===== config.mk =====
export PLATFORM = sky130hd
export DESIGN_NAME = key_debounce_bank_flat
export DESIGN_NICKNAME = d
export VERILOG_FILES = /design/src/rtl/key_debounce_bank_if.sv /design/src/rtl/key_debounce_bank.sv /design/src/flat_wrapper.sv
export SDC_FILE = /design/constraint.sdc
export NUM_CORES = 1
export LEC_CHECK = 0
export ABC_AREA = 1
export CORE_UTILIZATION = 53
export DETAILED_ROUTE_END_ITERATION = 8
export PLACE_DENSITY = 0.82
export SYNTH_ARGS = -nofsm -noshare
export SYNTH_HDL_FRONTEND = slang
export SYNTH_SLANG_ARGS = --single-unit

===== constraint.sdc =====
create_clock -name Div_CLK -period 2.4 [get_ports Div_CLK]
set_clock_uncertainty 0.15 [all_clocks]
set_input_delay 0.72 -clock Div_CLK [delete_from_list [all_inputs] [get_ports Div_CLK]]
set_output_delay 0.72 -clock Div_CLK [all_outputs]
set_load 0.03 [all_outputs]

===== src/rtl/key_debounce_bank_if.sv =====
// Key bank interface: raw key inputs plus the debounced level and event outputs.
// The master side drives the raw keys. The slave side is the debouncer.
interface key_debounce_bank_if #(
  parameter int N_KEYS = 2
);
  logic [N_KEYS-1:0] Key;
  logic [N_KEYS-1:0] key_level;
  logic [N_KEYS-1:0] key_press;
  logic [N_KEYS-1:0] key_release;
  logic [N_KEYS-1:0] fake_switch;
  logic [N_KEYS-1:0] key_long;

  modport master (
    output Key,
    input  key_level,
    input  key_press,
    input  key_release,
    input  fake_switch,
    input  key_long
  );

  modport slave (
    input  Key,
    output key_level,
    output key_press,
    output key_release,
    output fake_switch,
    output key_long
  );
endinterface


===== src/rtl/key_debounce_bank.sv =====
// key_debounce_bank: a multi-channel key conditioner for the front-panel keys.
// Each channel does the following:
//   - synchronises its raw key through two flops;
//   - debounces the key with a counter;
//   - produces a clean level, single-cycle press and release pulses, and a toggle output.
// Everything runs on Div_CLK. Rst is synchronous and active-high.
// Optional feature: define KEY_DEBOUNCE_LONG_PRESS_EN to build per-channel hold
// counters that pulse key_long once per press after LONG_CYCLES cycles of hold.
// Without that macro, key_long is tied to zero.
module key_debounce_bank #(
  parameter int N_KEYS          = 2,
  parameter int DEB_CYCLES      = 12,
  parameter int LONG_CYCLES     = 20000,
  parameter int KEY_ACTIVE_HIGH = 1
) (
  input logic             Div_CLK,
  input logic             Rst,
  key_debounce_bank_if.slave kb
);

  localparam int                CW       = $clog2(DEB_CYCLES + 1);
  localparam logic [CW-1:0]     DEB_LAST = CW'(DEB_CYCLES - 1);
  localparam logic [N_KEYS-1:0] INV_MASK = (KEY_ACTIVE_HIGH != 0) ? '0 : '1;

  logic [N_KEYS-1:0] key_in;
  logic [N_KEYS-1:0] s1;
  logic [N_KEYS-1:0] s2;
  logic [N_KEYS-1:0] st;
  logic [N_KEYS-1:0] press;
  logic [N_KEYS-1:0] rel;
  logic [N_KEYS-1:0] fake;
  logic [CW-1:0]     cnt [N_KEYS];

  // Normalise polarity so that everything downstream treats 1 as pressed.
  assign key_in = kb.Key ^ INV_MASK;

  // Two-flop synchroniser for the asynchronous key inputs.
  always_ff @(posedge Div_CLK) begin
    if (Rst) begin
      s1 <= '0;
      s2 <= '0;
    end else begin
      s1 <= key_in;
      s2 <= s1;
    end
  end

  // Debounce counter and event generation.
  // The press/release pulses and the toggle update on the same edge that
  // commits the new stable level, so they line up exactly with key_level.
  always_ff @(posedge Div_CLK) begin
    if (Rst) begin
      st    <= '0;
      press <= '0;
      rel   <= '0;
      fake  <= '0;
      for (int i = 0; i < N_KEYS; i++) begin
        cnt[i] <= '0;
      end
    end else begin
      press <= '0;
      rel   <= '0;
      for (int i = 0; i < N_KEYS; i++) begin
        if (s2[i] == st[i]) begin
          cnt[i] <= '0;
        end else if (cnt[i] == DEB_LAST) begin
          st[i]    <= s2[i];
          cnt[i]   <= '0;
          press[i] <= s2[i];
          rel[i]   <= ~s2[i];
          if (s2[i]) begin
            fake[i] <= ~fake[i];
          end
        end else begin
          cnt[i] <= cnt[i] + CW'(1);
        end
      end
    end
  end

  assign kb.key_level   = st;
  assign kb.key_press   = press;
  assign kb.key_release = rel;
  assign kb.fake_switch = fake;

`ifdef KEY_DEBOUNCE_LONG_PRESS_EN
  localparam int            HW       = $clog2(LONG_CYCLES + 1);
  localparam logic [HW-1:0] LONG_MAX = HW'(LONG_CYCLES);
  localparam logic [HW-1:0] LONG_PRE = HW'(LONG_CYCLES - 1);

  logic [HW-1:0]     hold [N_KEYS];
  logic [N_KEYS-1:0] long_q;

  // Hold counters: each counter saturates, so key_long can fire at most once per press.
  always_ff @(posedge Div_CLK) begin
    if (Rst) begin
      long_q <= '0;
      for (int i = 0; i < N_KEYS; i++) begin
        hold[i] <= '0;
      end
    end else begin
      long_q <= '0;
      for (int i = 0; i < N_KEYS; i++) begin
        if (!st[i]) begin
          hold[i] <= '0;
        end else if (hold[i] != LONG_MAX) begin
          hold[i] <= hold[i] + HW'(1);
          if (hold[i] == LONG_PRE) begin
            long_q[i] <= 1'b1;
          end
        end
      end
    end
  end

  assign kb.key_long = long_q;
`else
  assign kb.key_long = '0;
`endif

endmodule


===== src/flat_wrapper.sv =====
// flat-port wrapper written by rule: the top's interface ports become plain ports
module key_debounce_bank_flat 
#(
  parameter int N_KEYS          = 2,
  parameter int DEB_CYCLES      = 12,
  parameter int LONG_CYCLES     = 20000,
  parameter int KEY_ACTIVE_HIGH = 1
)
  (Div_CLK, Rst, kb_Key, kb_key_level, kb_key_press, kb_key_release, kb_fake_switch, kb_key_long);
  key_debounce_bank_if #(.N_KEYS(N_KEYS)) kb_i ();
  input logic Div_CLK;
  input logic Rst;
  input wire logic [$bits(kb_i.Key)-1:0] kb_Key;
  output wire logic [$bits(kb_i.key_level)-1:0] kb_key_level;
  output wire logic [$bits(kb_i.key_press)-1:0] kb_key_press;
  output wire logic [$bits(kb_i.key_release)-1:0] kb_key_release;
  output wire logic [$bits(kb_i.fake_switch)-1:0] kb_fake_switch;
  output wire logic [$bits(kb_i.key_long)-1:0] kb_key_long;
  assign kb_i.Key = kb_Key;
  assign kb_key_level = kb_i.key_level;
  assign kb_key_press = kb_i.key_press;
  assign kb_key_release = kb_i.key_release;
  assign kb_fake_switch = kb_i.fake_switch;
  assign kb_key_long = kb_i.key_long;
  key_debounce_bank #(.N_KEYS(N_KEYS), .DEB_CYCLES(DEB_CYCLES), .LONG_CYCLES(LONG_CYCLES), .KEY_ACTIVE_HIGH(KEY_ACTIVE_HIGH)) u_core (.Div_CLK(Div_CLK), .Rst(Rst), .kb(kb_i));
endmodule

==> results_dict.tcl, run 1 <==
set metrics [dict create \
    yosysUniqueCellTypes 21 \
    hold_viol_final 0 \
    htree_num_levels 1 \
    drt-pass1-iter-count 5 \
    crit_fanout 4 \
    boundaryPins 14 \
    cts.clk_slew.worst_paths_ps 110 \
    num_antenna_cells 0 \
    ant_nets 0 \
    final_common_cell "nor2_1" \
    leakage_nw 0.4352 \
    synth_top_area_share_pct 28.83 \
    grtUsageTotal_pct 15.65 \
    numCtsBuffers 3 \
    seq_area_frac_synth_pct 57.66 \
    period_share_pct 93.56 \
    rsz0062_at_grt "no" \
    synthTopCellsByArea "dfxtp_1 29%, edfxtp_1 29%, nor2_1 7.2%, inv_1 5.9%, nand2_1 5.9%" \
    vdd_drop_max_v 0.0004077 \
    max_stage_delay_ps 690 \
    grt.overflow.total 0 \
    fin_setup_tns_ps 0 \
    ys_ff_latch 20 \
    grt_pass1_vias 483 \
    hp-class "reg2reg" \
    drv_slew 0 \
    crit_type "reg2out" \
    antenna_found_initial 0 \
    cp_slowest_cell "clkdlybuf4s50_1" \
    final_cells 125 \
    max_freq_mhz 445.3 \
    viasPerCell 4.632 \
    dieArea_sq_mm 0.001735 \
    avgSynthCellArea_sq_um 9.363 \
    dr.first_iter.drc_count 15 \
    place_area_sq_um 979.7 \
    synth_warnings 0 \
    drive_gt1_share_pct 11.82 \
    stdcell_area_sq_mm 0.001006 \
    cp-end-kind "output pin" \
    holdWs_ps 247.6 \
    root_buffer "clkbuf_4" \
    drc 0 \
    cts.sinks 20 \
    initial_core_util_pct 60.27 \
    rows 13 \
    path_delay_family "buffers and inverters" \
    start_kind "flop" \
    cap_violations 0 \
    totalWireLength_mm 1.208 \
    dp.cells 121 \
    setup_violations 0 \
    grt_max_degree 12 \
    synthArstFlopShare_pct 0 \
    cts_setup_buffers 0 \
    most-common-layout-cells "16 x nor2_1, 13 x inv_1, 13 x nand2_1" \
    cts_hold_buf 0 \
    path_buf_inv 1 \
    fin_util_pct 72.76 \
    syn2layout_area_growth_pct 20.72 \
    die_y_um 41.65 \
    cp.arrival_ps 1380 \
    synth_ff_type "dfxtp_1" \
    path_cells "clkdlybuf4s50_1" \
    pwr_density_cell_mw_per_mm2 559.7 \
    cts_buffer_depth 2 \
    cts_tree "yes" \
    synth_edf_count 8 \
    grt_pass1_wl_mm 1.980 \
    hpwl_um 911.6 \
    ctsResizeCount 0 \
    cp.required_ps 1530 \
    portBuffers 11 \
    die_x_um 41.65 \
    core-area_sq_mm 0.001383 \
    synth_area_sq_um 833.3 \
    layout.nets 117 \
    yosys.area.top_type "dfxtp_1" \
    outcome "completed" \
    num_vias 579 \
    synth_cells 89 \
    post_drt_wl_per_cell_um 9.664 \
    period_needed_ps 2246 \
    insertion_delay_ps 300 \
    place_congestion 0.7655 \
]
-- state kept, by name (all words and copies together) (netlist names) --
| signal | count |
|---|---|
| u_core.cnt | 8 |
| u_core.kb.fake_switch | 2 |
| u_core.kb.key_level | 2 |
| u_core.kb.key_press | 2 |
| u_core.kb.key_release | 2 |
| u_core.s1 | 2 |
| u_core.s2 | 2 |
-- layout make-up --
class,instances,area [sq um]
timing repair buffer,12,117.6
sequential,20,480.5
clock buffer,3,22.52
fill,104,376.6
clock inverter,1,3.754
inverter,14,52.55
multi-input combinational,60,310.3
tap,15,18.77
-- path summary, 6_finish.rpt --
path / start / to / slack, ps / cells past startpoint
worst max-delay path: u_core.kb.key_level[0]$_SDFFE_PP0N_ / kb_key_level[0] / 150 / 1
worst min-delay path: u_core.s1[0]$_SDFF_PP0_ / u_core.s2[0]$_SDFF_PP0_ / 250 / 2
worst max register to register: u_core.cnt[0][0]$_SDFFCE_PN0P_ / u_core.cnt[0][2]$_SDFFCE_PN0P_ / 990 / 3
worst min register to register: u_core.s1[0]$_SDFF_PP0_ / u_core.s2[0]$_SDFF_PP0_ / 250 / 2
-- layer usage --
| metal | track usage (%) | vias up | part of all wire [%] |
|---|---|---|---|
| li1 | - | 307 | - |
| met1 | 21.08 | 257 | 47 |
| met2 | 22.50 | 13 | 47 |
| met3 | 3.913 | 2 | 3.9 |
| met4 | 9.677 | 0 | 1.2 |
| met5 | 0 | - | 0 |
-- report_power, final --
part	total [mW]	internal, mW	leakage (nW)	switching, mW
Sequential	0.368	0.362	0.180	0.00612
Combinational	0.0361	0.0139	0.240	0.0223
Clock	0.158	0.0606	0.0154	0.0979
Total	0.563	0.437	0.435	0.126
-- per-stage QoR --
step | power [mW] | worst slack, ps
after floorplan | 0.4033 | 905.2
after global placement | 0.4103 | 508.7
after detailed placement | 0.4116 | 499.3
after CTS | 0.5695 | 146.2
after global routing | 0.5881 | 102.5
final | 0.5630 | 154.5
-- logic make-up (layout without fill, tap and decap cells) --
logic type               count (synthesis)  in the layout  synth area share [%]
flip-flops                              20             20                 57.66
adder cells (fa/ha/maj)                  2              2                 3.003
AND/OR/NAND/NOR                         40             40                 22.67
AO/OA/AOI/OAI                            4              4                 2.853
other                                    2             10                0.9012
XOR/XNOR                                 4              4                 4.205
buffers and inverters                   17             30                 8.708
-- cells in the mapped netlist, drive strengths merged, types with 2 or more instances --
| master | instances |
|---|---|
| a21oi | 2 |
| buf | 3 |
| conb | 2 |
| dfxtp | 12 |
| edfxtp | 8 |
| ha | 2 |
| inv | 14 |
| nand2 | 13 |
| nand3 | 6 |
| nor2 | 18 |
| o21ai | 2 |
| xor2 | 3 |
Power figures use the tool's default switching activity.
==> run 2, diff against run 1 <==
--- a/config.mk
+++ b/config.mk
@@ -7,6 +7,7 @@
 export LEC_CHECK = 0
 export ABC_AREA = 1
 export CORE_UTILIZATION = 53
+export CTS_CLUSTER_DIAMETER = 100
 export DETAILED_ROUTE_END_ITERATION = 8
 export PLACE_DENSITY = 0.82
 export SYNTH_ARGS = -nofsm -noshare
==> results of run 2 <==
No change in the layout: final DEF, timing and power equal those of run 1.
==> run 3, diff against run 2 <==
--- a/config.mk
+++ b/config.mk
@@ -5,7 +5,7 @@
 export SDC_FILE = /design/constraint.sdc
 export NUM_CORES = 1
 export LEC_CHECK = 0
-export ABC_AREA = 1
+export ABC_AREA = 0
 export CORE_UTILIZATION = 53
 export CTS_CLUSTER_DIAMETER = 100
 export DETAILED_ROUTE_END_ITERATION = 8
==> run 3 against run 2 <==
  * Setup slack worse by 51 ps
  * Critical path depth unchanged
  * Area after synthesis down 2.7%
  * Clock power up 48%
  * Sequential power about the same
  * Utilization up 0.87 points
  * Count of clock-buffer cells in the layout up 1
  * Via count down 12%
==> results_dict.tcl, run 3 <==
set metrics [dict create \
    grt_pass1_wl_mm 1.876 \
    dieArea_sq_mm 0.001690 \
    synth_warnings 0 \
    rows 13 \
    cts.clk_slew.worst_paths_ps 120 \
    grtUsageTotal_pct 18.27 \
    cap_violations 0 \
    boundaryPins 14 \
    num_antenna_cells 0 \
    die_x_um 41.11 \
    crit_type "reg2out" \
    drc 0 \
    numCtsBuffers 3 \
    path_cells "clkdlybuf4s50_1" \
    dr.first_iter.drc_count 10 \
    grt.overflow.total 0 \
    htree_num_levels 1 \
    vdd_drop_max_v 0.0003832 \
    root_buffer "clkbuf_4" \
    cp.arrival_ps 1430 \
    initial_core_util_pct 59.34 \
    seq_area_frac_synth_pct 59.26 \
    path_buf_inv 1 \
    hpwl_um 906.4 \
    cts_buffer_depth 2 \
    grt_pass1_vias 459 \
    drive_gt1_share_pct 7.692 \
    period_needed_ps 2297 \
    ys_ff_latch 20 \
    core-area_sq_mm 0.001366 \
    hp-class "reg2reg" \
    cp_slowest_cell "clkdlybuf4s50_1" \
    die_y_um 41.11 \
    cp-endpoint "kb_key_level[0]" \
    outcome "completed" \
    synth_edf_count 8 \
    yosysUniqueCellTypes 20 \
    synthArstFlopShare_pct 0 \
    viasPerCell 4.830 \
    cp-end-kind "output pin" \
    final_common_cell "dfxtp_1" \
    fin_setup_tns_ps 0 \
    portBuffers 11 \
    setup_violations 0 \
    start_kind "flop" \
    fill_cells 100 \
    drt-pass1-iter-count 4 \
    largest-register "u_core.cnt" \
    leakage_nw 0.4460 \
    antenna_found_initial 0 \
    syn2layout_area_growth_pct 24.07 \
    synthTopCellsByArea "dfxtp_1 30%, edfxtp_1 30%, nand3b_4 4.9%, nor2_1 4.6%, xor2_1 4.3%" \
    dp_slack_ps 469.4 \
    cts_tree "yes" \
    post_drt_wl_per_cell_um 11.79 \
    synthTopCellsByCount "12 x dfxtp_1, 10 x nor2_1, 8 x edfxtp_1" \
    avgSynthCellArea_sq_um 11.58 \
    pwr_density_cell_mw_per_mm2 635.5 \
    p_total_uw 639.3 \
    crit_fanout 5 \
    synth_top_area_share_pct 29.63 \
    synth_cells 70 \
    period_share_pct 95.69 \
    r2r_end "u_core.kb.fake_switch[0]$_SDFFE_PP0P_" \
    hold_viol_final 0 \
    cp-startpoint "u_core.kb.key_level[0]$_SDFFE_PP0N_" \
    totalWireLength_mm 1.250 \
    r2r_setup_slack_ps 920 \
    yosys.area.top_type "dfxtp_1" \
    reg2regPathDepth 4 \
    num_vias 512 \
    synth_area_sq_um 810.8 \
    cp.required_ps 1530 \
    synth_ff_type "dfxtp_1" \
    cts_setup_buffers 0 \
    place_congestion 0.6825 \
    max_freq_mhz 435.4 \
    insertion_delay_ps 300 \
    cts.sinks 20 \
    largest_reg_flops 8 \
    layout.nets 98 \
    max_stage_delay_ps 700 \
    ctsResizeCount 0 \
    cts_hold_buf 0 \
    ant_nets 0 \
    grt_max_degree 13 \
    path_delay_family "buffers and inverters" \
    most-common-layout-cells "12 x dfxtp_1, 11 x clkdlybuf4s50_1, 10 x nor2_1, 10 x conb_1, 8 x edfxtp_1" \
    fin_util_pct 73.63 \
    finalWorstSetupSlack_ps 103.3 \
    yosysMostFrequentCell "dfxtp_1" \
    drv_slew 0 \
    crit_cells 1 \
    r2r_start "u_core.cnt[0][0]$_SDFFCE_PN0P_" \
    rsz0062_at_grt "no" \
]
==> run 3: changes by cell type in the layout (fill, tap and decap cells not counted), moves of 4 or more <==
cell,previous run,this run
inv_1,13,3
nor2_1,16,10
nor2b_1,0,4
nand3_2,4,0
nand2_1,13,0
==> run 3: worst min path at each step <==
stage / end / start / cells after the start
after global placement: u_core.s2[1]$_SDFF_PP0_ / u_core.s1[1]$_SDFF_PP0_ / 1
after global routing: u_core.s2[1]$_SDFF_PP0_ / u_core.s1[1]$_SDFF_PP0_ / 1
final: u_core.s2[1]$_SDFF_PP0_ / u_core.s1[1]$_SDFF_PP0_ / 1
after floorplan: u_core.s2[0]$_SDFF_PP0_ / u_core.s1[0]$_SDFF_PP0_ / 1
after CTS: u_core.s2[1]$_SDFF_PP0_ / u_core.s1[1]$_SDFF_PP0_ / 1
after detailed placement: u_core.s2[1]$_SDFF_PP0_ / u_core.s1[1]$_SDFF_PP0_ / 1
==> run 3: power by group <==
part	internal, mW	total, mW	switching [mW]
logic	0.0155	0.0358	0.0203
registers	0.362	0.370	0.00712
clock network	0.127	0.234	0.107
total	0.505	0.639	0.134
==> run 3: metrics by stage <==
step / instances / hold WS (ps) / instance area [sq um]
CTS: 106 / 302.5 / 1006
global route: 106 / 314.2 / 1006
global placement: 102 / 272.5 / 958.4
detailed placement: 102 / 287.5 / 958.4
finish: 106 / 303.3 / 1006
floorplan: 78 / 263.8 / 840.8
==> run 3: cell type report <==
class	count	area (sq um)	area share, %
clock buffers	4	47.55	4.726
inverters	3	11.26	1.119
multi-input cells	52	330.3	32.84
flip-flops and latches	20	480.5	47.76
well taps	15	18.77	1.866
repair buffers	12	117.6	11.69
==> run 3: layer usage <==
layer / vias up / track usage [%] / routed length [um]
li1: 266 / - / -
met1: 232 / 21.50 / 603
met2: 10 / 28.91 / 587
met3: 4 / 4.891 / 34
met4: 0 / 12.10 / 25
met5: - / 0 / 0
==> run 3: cells by family (layout without fill, tap and decap cells) <==
logic type	count (synthesis)	after routing	share of synthesized area (%)
AND/OR/NAND/NOR	28	28	21.61
XOR/XNOR	6	6	6.481
flip-flops	20	20	59.26
other	2	10	0.9263
adder cells (fa/ha/maj)	2	2	3.086
multiplexers	2	2	2.469
buffers and inverters	6	19	3.703
AO/OA/AOI/OAI	4	4	2.469
==> patch, RTL diff (settings of run 1) <==
Add a define of `KEY_DEBOUNCE_LONG_PRESS_EN`.
--- a/src/rtl/key_debounce_bank.sv
+++ b/src/rtl/key_debounce_bank.sv
@@ -7,6 +7,8 @@
 // Optional feature: define KEY_DEBOUNCE_LONG_PRESS_EN to build per-channel hold
 // counters that pulse key_long once per press after LONG_CYCLES cycles of hold.
 // Without that macro, key_long is tied to zero.
+`define KEY_DEBOUNCE_LONG_PRESS_EN
+
 module key_debounce_bank #(
   parameter int N_KEYS          = 2,
   parameter int DEB_CYCLES      = 12,
Behaviour: same outputs for any inputs over 10 cycles, from zero or initial values and one cycle with Rst high; that may be too few to reach the edited logic, so the function may still have changed.
==> patch against run 1 <==
- final area rose to 3.0 times the old value
- largest power group unchanged
- synthesized area rose to 3.2 times the old value
- non-clock buffer count rose by 8
- first-iteration DRC count rose to 8.9 times the old value
- routed wire length rose to 3.9 times the old value
- setup slack got worse by 12 ps
- sequential cell count rose by 32
- critical path depth did not move
- total power rose to 2.7 times the old value
- largest cell class unchanged
==> patch: results (changes against run 1) <==
----------------------------------------------------
[Place]
  Routability congestion estimate ... 0.7789 (+1.8%)
  Count of placed standard cells including taps ... 401 (+230%)
  Sum of net half-perimeters after detailed placement ... 3.458 mm (+280%)
  Input/output buffers ... 13 (+2)

[Final layout]
  Non-filler cells, final ... 409 (+230%)
  Share of cells above drive strength 1 ... 9.064% (-2.8 points)
  Number of non-clock buffers in the layout ... 20 (+8)
  Total area of sequential cells ... 1421 um2 (+200%)
  Fillcell total ... 413 (+300%)
  Final #Nets ... 351 (+200%)
  Final std cell area, no fill ... 3064 um2 (+200%)

[Setup path]
  Source of the worst register-to-register timing path ... u_core.hold[0][6]$_SDFFCE_PN0P_
  Critical register-to-register path endpoint ... u_core.hold[0][7]$_SDFFCE_PN0P_
  R2r setup slk ... 610 ps (-380 ps)

[Detailed routing]
  Number of search-and-repair iterations in the first detailed-routing pass ... 4 (-1)
  Met3 wire length ... 240 um (+410%)
  Metal-1 WL ... 2.239 mm (+290%)
  Length of routed met2 wiring ... 2.207 mm (+290%)
  Routed wire per std cell ... 11.56 um (+20%)
  Via count ... 2,059 (+260%)

[STA]
  Hold_ws ... 258.5 ps (+10.85 ps)
  Crit path time final ... 2258 ps (+12.21 ps)

[Power and ir drop]
  Switching share of power ... 21.11% (-1.3 points)
  Seq. pwr ... 0.968 mW (+160%)
  NetSw ... 0.3175 mW (+150%)
  Clk power ... 0.504 mW (+220%)

[GRT]
  Largest net degree at the start of global routing ... 18 (+6)
  Vias in the first global route ... 1,848 (+280%)
  Global Route met3 Usage ... 4.115% (+0.20 points)
  Met1 usage in global routing ... 25.47% (+4.4 points)
  Wire length of the first global-routing pass ... 7.962 mm (+300%)
  Global-route track usage on met2 ... 31.60% (+9.1 points)

[Synth]
  Count of different cell masters after synthesis ... 22 (+4.8%)
  Biggest area contributors in the synthesized netlist ... edfxtp_1, dfxtp_1, nor2_1

[Clock network]
  Clock-pin slew on the worst setup and hold paths ... 90 ps (-20 ps)
  Total number of H-tree levels ... 2 (+1)

[Run status]
  Result of the run ... finished clean

[Floorplan]
  Core Footprint ... 4817 um2 (+250%)

----------------------------------------------------
patch: logic make-up after synthesis:
kind of cell             count (synthesis)  share of synthesized area, %
other                                    1                        0.1386
AND/OR/NAND/NOR                        173                         29.22
adder cells (fa/ha/maj)                  6                         2.774
AO/OA/AOI/OAI                           18                         3.328
XOR/XNOR                                17                         5.502
flip-flops                              52                         52.52
buffers and inverters                   43                         6.518
patch: how the worst max path moves through the flow:
stage / startpoint / to / slack, ps
final: u_core.kb.key_level[0]$_SDFFE_PP0N_ / kb_key_level[0] / 140
after floorplan: Rst / u_core.hold[1][0]$_SDFFCE_PN0P_ / 470
after detailed placement: Rst / u_core.hold[0][4]$_SDFFCE_PN0P_ / 150
after global routing: u_core.kb.key_level[1]$_SDFFE_PP0P_ / kb_key_level[1] / 100
after CTS: u_core.kb.key_level[0]$_SDFFE_PP0N_ / kb_key_level[0] / 130
after global placement: Rst / u_core.hold[0][4]$_SDFFCE_PN0P_ / 170
